$ cat config.mk
export PLATFORM = sky130hd
export DESIGN_NAME = proc_ctrl_fsm
export DESIGN_NICKNAME = d
export VERILOG_FILES = /design/src/rtl/proc_ctrl_fsm.sv
export SDC_FILE = /design/constraint.sdc
export NUM_CORES = 1
export LEC_CHECK = 0
export CAP_MARGIN = 20
export CELL_PAD_IN_SITES_DETAIL_PLACEMENT = 1
export CELL_PAD_IN_SITES_GLOBAL_PLACEMENT = 1
export CORE_MARGIN = 1.5
export CORE_UTILIZATION = 26
export DETAILED_ROUTE_END_ITERATION = 6
export HOLD_SLACK_MARGIN = 0.08
export PLACE_DENSITY_LB_ADDON = 0.25
export SYNTH_ARGS = -nofsm -noshare
export SYNTH_HDL_FRONTEND = slang
export SYNTH_SLANG_ARGS = --single-unit
$ cat constraint.sdc
create_clock -name clock -period 1.3 [get_ports clock]
set_input_delay 0.325 -clock clock [delete_from_list [all_inputs] [get_ports clock]]
set_output_delay 0.325 -clock clock [all_outputs]
set_load 0.02 [all_outputs]
$ cat src/rtl/proc_ctrl_fsm.sv
// Instruction sequencer for the 16-bit simple processor.
// Fetches into IR and sequences T0..T3 bus selects and register load enables.
module proc_ctrl_fsm (
  input  logic        clock,
  input  logic        resetn,
  input  logic        run,
  input  logic [15:0] din,
  output logic [15:0] ir,
  output logic [3:0]  sel,
  output logic [7:0]  r_in,
  output logic        a_in,
  output logic        g_in,
  output logic        addsub,
  output logic        done
);

  localparam logic [2:0] OP_MV  = 3'b000;
  localparam logic [2:0] OP_MVT = 3'b001;
  localparam logic [2:0] OP_ADD = 3'b010;
  localparam logic [2:0] OP_SUB = 3'b011;

  localparam logic [3:0] SEL_DIN = 4'd8;
  localparam logic [3:0] SEL_G   = 4'd9;

  typedef enum logic [1:0] {
    T0 = 2'd0,
    T1 = 2'd1,
    T2 = 2'd2,
    T3 = 2'd3
  } state_t;

  state_t      state_q, state_d;
  logic [15:0] ir_q;

  logic [2:0] op;
  logic [2:0] rx;
  logic [2:0] ry;
  logic       imm;
  logic [3:0] src_sel;
  logic [7:0] rx_1h;
  logic       is_mv, is_mvt, is_alu;

  assign op      = ir_q[15:13];
  assign imm     = ir_q[12];
  assign rx      = ir_q[11:9];
  assign ry      = ir_q[2:0];
  assign src_sel = imm ? SEL_DIN : {1'b0, ry};
  assign rx_1h   = 8'd1 << rx;
  assign is_mv   = (op == OP_MV);
  assign is_mvt  = (op == OP_MVT);
  assign is_alu  = (op == OP_ADD) || (op == OP_SUB);

  always_ff @(posedge clock or negedge resetn) begin
    if (!resetn) begin
      state_q <= T0;
      ir_q    <= '0;
    end else begin
      state_q <= state_d;
      if (state_q == T0 && run)
        ir_q <= din;
    end
  end

  always_comb begin
    state_d = state_q;
    sel     = 4'd0;
    r_in    = 8'd0;
    a_in    = 1'b0;
    g_in    = 1'b0;
    addsub  = 1'b0;
    done    = 1'b0;
    case (state_q)
      T0: begin
        if (run)
          state_d = T1;
      end
      T1: begin
        state_d = T0;
        unique case (1'b1)
          is_mv: begin
            sel  = src_sel;
            r_in = rx_1h;
            done = 1'b1;
          end
          is_mvt: begin
            sel  = SEL_DIN;
            r_in = rx_1h;
            done = 1'b1;
          end
          is_alu: begin
            sel     = {1'b0, rx};
            a_in    = 1'b1;
            state_d = T2;
          end
          default: done = 1'b1;
        endcase
      end
      T2: begin
        sel     = src_sel;
        g_in    = 1'b1;
        addsub  = (op == OP_SUB);
        state_d = T3;
      end
      T3: begin
        sel     = SEL_G;
        r_in    = rx_1h;
        done    = 1'b1;
        state_d = T0;
      end
      default: state_d = T0;
    endcase
    // Hold the bus quiet while reset is asserted, whatever the decode says.
    if (!resetn) begin
      sel    = 4'd0;
      r_in   = 8'd0;
      a_in   = 1'b0;
      g_in   = 1'b0;
      addsub = 1'b0;
      done   = 1'b0;
    end
  end

  assign ir = ir_q;

endmodule

==> out/results.tsv, run 1 <==
metric	value	unit
outcome	finished, violations left	
violations	negative setup slack	
syn_to_final_growth	127	%
final_cell_mix	buf_6, buf_4, clkdlybuf4s50_1, mux2_4, dfrtp_1	
cts.sinks	18	
synth-main-ff-cell	dfrtp_1	
switchingPower	2.26	mW
routed_wl	5010	um
cp_max_fo	7	
synthCells	86	
grtUsageTotal	22.6	%
clkTransAtPathRegs	0.08	ns
required	0.98	ns
async_flop_share	100	%
fillers	350	
grt_max_degree	11	
leakagePower	0.981	nW
coreArea	3440	um2
yosys_warnings	0	
critical_path_class	flip-flop to output pin	
yosysUniqueCellTypes	29	
dr.pass1.iters	4	
synth-seq-cells	18	
seq_power_share	23.8	%
die-area	4100	um2
drt_iter0_drc	36	
syn_avg_cell_area	11.3	um2
slowest_stage	dfrtp_2	
fp.dieH	64.0	um
r2r_setup_slack	-0.33	ns
route.detailed.drc	0	
io_buffers	50	
sw_frac_of_total	41.6	%
cp_top_family	flip-flops	
crit_arrival	1.61	ns
crit_buf_inv	2	
antenna_found_initial	0	
netlist_area	968	um2
grt_pass1_vias	1284	
grt_pass1_wl	7030	um
hp-class	input port to asynchronous set/reset pin	
cp-startpoint	ir[14]	
finalNonFillerCells	229	
multiInputGateArea	688	um2
cts_tree	built	
ir_drop	1000	uV
htreeDepth	1	
worstMarginPinSlew	0.389	ns
cp-end-kind	output pin	
numCtsBuffers	3	
ys_seq_area_share	46.5	%
period_needed	1.94	ns
pin_count	51	
min_period_over_period	149	%
worstSetupPathDepth	5	
synth_nets	105	
rows	21	
hold_viol_final	0	
layout.nets	203	
hold_ws	0.281	ns
dp_cells	206	
combPwrFrac	67.3	%
worst_slack	-0.638	ns
crit_chain	buf_6, nor4_4, nand3b_1, a21oi_4, buf_6	
final_antenna_net_count	0	
final_common_cell	buf_6	
vias_per_cell	4.93	
clockPowerShare	8.9	%
timing.fmax	516	MHz
rsz0062_at_grt	yes	
drv_cap	0	
drv_slew	0	
place_congestion	0.724	
cpMostUsedCell	buf_6	
drive_above_1_share	72.1	%
regArea	459	um2
start_kind	flip-flop	
powerDensity	2470	nW/um2
clk_latency	0.26	ns
place_hpwl	2710	um
antenna_cells	0	
skew	0.00375	ns
cts_hold_buf	0	
die_w	64.0	um
reg2reg_depth	5	
max_stage_delay	0.50	ns
p_int	3.17	mW
grt_overflow	0	
post_drt_wl_per_cell	21.9	um
synth-edff-count	0	
vias	1129	
setup_violations	38	
slew_headroom	73.8	%
r2r-end	ir[1]	
start_util	28.1	%
clockBufferDepth	2	
cts_root_buf	clkbuf_8	
[worst reg2reg max path: stages (launching register included)]
cell and delay [ns]:
dfrtp_2 0.46, buf_6 0.16, buf_6 0.13, nor3b_4 0.26
buf_6 0.21, mux2_4 0.32
[cells in the mapped netlist (3+ instances only)]
library cell	number	share of area, %
nor2_1	10	3.9
o21ai_0	4	2.1
dfrtp_1	18	47
a21oi_1	4	2.1
mux2_4	8	12
nor3_1	4	2.1
mux2_2	8	9.3
nand2_1	3	1.2
[cells by family after synthesis]
logic type / count (synthesis) / synth area share [%]
simple gates: 34 / 21.1
compound gates: 12 / 7.36
buf+inv: 6 / 3.36
flops: 18 / 46.5
mux: 16 / 21.7
[layout make-up]
cell class | count | share of cell area, %
Inverter | 1 | 0.171
Timing Repair Buffer | 98 | 42.4
Clock buffer | 4 | 2.51
Sequential cell | 18 | 20.9
Multi-Input combinational cell | 62 | 31.4
Tap cell | 46 | 2.62
[routing by layer]
metal,track usage [%],share of wire (%),vias up
li1,-,-,501
met1,26.2,42,585
met2,42.8,54,39
met3,4.40,2.9,4
met4,3.80,0.88,0
met5,0,0,-
[registers in the layout, summed over array words and instances, names as in the netlist, named ones only]
name and count:
ir 16, state_q 1
[power groups by stage]
stage	Sequential, mW	Combinational (mW)	Clock, mW
6_report	1.30	3.65	0.481
5_1_grt	1.33	3.81	0.517
4_1_cts	1.23	3.21	0.478
3_5_place_dp	1.22	2.70	0
3_3_place_gp	1.19	2.63	0
2_1_floorplan	1.46	1.05	0
[how the worst max path moves through the flow]
stage          endpoint  slack [ns]
6_report         sel[2]       -0.64
5_1_grt          sel[0]       -0.66
4_1_cts          sel[2]       -0.54
3_5_place_dp    r_in[0]       -1.05
3_3_place_gp    r_in[4]       -0.98
2_1_floorplan   r_in[2]       -0.18
[repair_timing]
action | CTS | global route
gates cloned | 1 | 0
resized for setup | 191 | 24
endpoints found under the setup margin | 48 | 45
pin swaps | 10 | 2
buffers inserted | 11 | 8
[per-stage QoR]
step	setup slack (ns)	power [mW]	setup TNS, ns	cell area [um2]	util, %
floorplan	-0.180	2.51	-2.47	1070	-
global placement	-0.982	3.82	-21.76	1810	52.6
detailed placement	-1.05	3.93	-23.38	1810	52.6
CTS	-0.536	4.92	-11.45	2080	60.5
global route	-0.665	5.66	-14.73	2190	63.8
finish	-0.638	5.43	-13.51	2190	63.8
(Power assumes the default switching activity.)
==> inputs of run 2 (changes only) <==
- CORE_UTILIZATION: 26 -> 40
- CTS_CLUSTER_DIAMETER: not set -> 60
- DONT_BUFFER_PORTS: not set -> 1
- SKIP_CTS_REPAIR_TIMING: not set -> 1
==> run 2 against run 1 <==
Compared with the run above: the flow still finishes with violations (negative setup slack); fmax increased by 3.8%; flip-flop and latch count unchanged; largest power group unchanged; critical path depth is 1 lower; sequential share of layout area rose by 9.6 points; first-iteration DRC count fell by 75%.
==> out/results.tsv, run 2 (same netlist as run 1, synthesis figures left out) <==
metric	value	unit	change
dpl_cell_area	1320	um2	-27%
critical_path_class	flip-flop to output pin		
required	0.98	ns	about the same
min_period_over_period	144	%	-5.5 points
hold_ws	0.150	ns	-0.132 ns
drive_above_1_share	73.2	%	+1.0 points
syn_to_final_growth	55.4	%	
slew_headroom	45.9	%	-28 points
drt_iter0_drc	9		-75%
drv_slew	0		unchanged
rows	17		-19%
numCtsBuffers	3		unchanged
final_cell_mix	buf_4, mux2_4, dfrtp_1, buf_6, dfrtp_2		
dp_cells	141		-32%
htreeDepth	1		unchanged
max_stage_delay	0.49	ns	about the same
route.detailed.drc	0		unchanged
reg2reg_depth	5		unchanged
vias	846		-25%
final_common_cell	buf_4		
dr.pass1.iters	3		-1
slowest_stage	dfrtp_2		
holdPathStages	2		
grt_pass1_vias	852		-34%
setup_violations	34		-11%
design_area	1510	um2	-31%
antenna_cells	0		unchanged
coreArea	2250	um2	-34%
cts_root_buf	clkbuf_4		
fillers	237		-32%
clkTransAtPathRegs	0.11	ns	+0.03 ns
antenna_found_initial	0		unchanged
layout.nets	143		-30%
routed_wl	3060	um	-39%
crit_chain	nor2_4, o211ai_1, nor3_2, buf_4		
period_needed	1.87	ns	-0.0709 ns
cp-end-kind	output pin		
clockBufferDepth	2		unchanged
hold_viol_final	0		unchanged
skew	0.0138	ns	+0.0100 ns
grt_max_degree	31		+20
final_antenna_net_count	0		unchanged
leakagePower	0.648	nW	-34%
die_w	52.2	um	-18%
largest_register_ffs	16		unchanged
worst_slack	-0.567	ns	+0.0709 ns
place_hpwl	1990	um	-27%
timing.fmax	536	MHz	+3.8%
vias_per_cell	5.60		+14%
cts.sinks	18		unchanged
fin_util	66.8	%	+3.0 points
start_kind	flip-flop		
clk_latency	0.30	ns	+0.04 ns
cts_tree	built		
outcome	finished, violations left		
fp.dieH	52.2	um	-18%
drv_cap	0		unchanged
start_util	43.0	%	+15 points
powerDensity	2680	nW/um2	+8.2%
worstMarginPinSlew	0.809	ns	+0.420 ns
rsz0062_at_grt	yes		
post_drt_wl_per_cell	20.3	um	-7.4%
ir_drop	2140	uV	+110%
grt_pass1_wl	4110	um	-42%
hp-class	input port to flip-flop		
io_buffers	0		-100%
grt_overflow	0		unchanged
finalNonFillerCells	151		-34%
die-area	2730	um2	-34%
place_congestion	0.818		+13%
pin_count	51		unchanged
violations	negative setup slack		
grtUsageTotal	20.9	%	-1.6 points
crit_arrival	1.54	ns	-0.07 ns
cp_max_fo	6		-1
[run 2: changes by cell type in the layout (fill, tap and decap cells not counted), sizes merged]
cell and change:
dlygate4sd3 +1, clkbuf -3, clkdlybuf4s50 -17, clkdlybuf4s15 -3, dlygate4sd2 -1, buf -37
[run 2: worst paths after layout]
check,endpoint,slack (ns),startpoint
worst max-delay path,r_in[2],-0.57,ir[14]
worst min-delay path,ir[10],0.15,din[10]
worst max register to register,ir[6],-0.35,flip-flop
worst min register to register,ir[11],0.63,ir[11]
max in group asynchronous,ir[9],0.19,resetn
min in group asynchronous,ir[0],0.55,resetn
[run 2: critical path, delay by kind of cell (launching register included)]
family / cells / cell delay [ns]
buf+inv: 1 / 0.17
flops: 1 / 0.49
compound gates: 1 / 0.21
simple gates: 2 / 0.38
[run 2: routing by layer]
| metal | vias to the layer above | GRT usage, % | share of wire [%] |
|---|---|---|---|
| met5 | - | 0 | 0 |
| met2 | 30 | 34.4 | 50 |
| met4 | 0 | 11.5 | 3.3 |
| li1 | 384 | - | - |
| met1 | 424 | 25.8 | 42 |
| met3 | 8 | 4.00 | 4.3 |
[run 2: through the flow]
step	total power, mW	setup TNS [ns]	setup slack [ns]
after detailed placement	3.31	-4.88	-0.252
after global routing	4.24	-14.87	-0.646
after global placement	3.23	-4.09	-0.181
after CTS	3.68	-10.92	-0.609
final	4.03	-12.73	-0.567
after floorplan	2.51	-2.47	-0.180
[run 2: area by class of cell]
class                           instances  area [um2]  share of cell area [%]
Tap cell                               28        35.0                    2.33
Clock buffer                            4        36.3                    2.41
Timing Repair Buffer                   38         330                    21.9
Sequential cell                        18         459                    30.5
Inverter                                1        3.75                   0.249
Multi-Input combinational cell         62         641                    42.6
[run 2: power by group]
group	internal [mW]	switching, mW	leakage (nW)
combinational	1.25	1.09	0.422
clock	0.171	0.181	0.0210
sequential	0.857	0.484	0.205
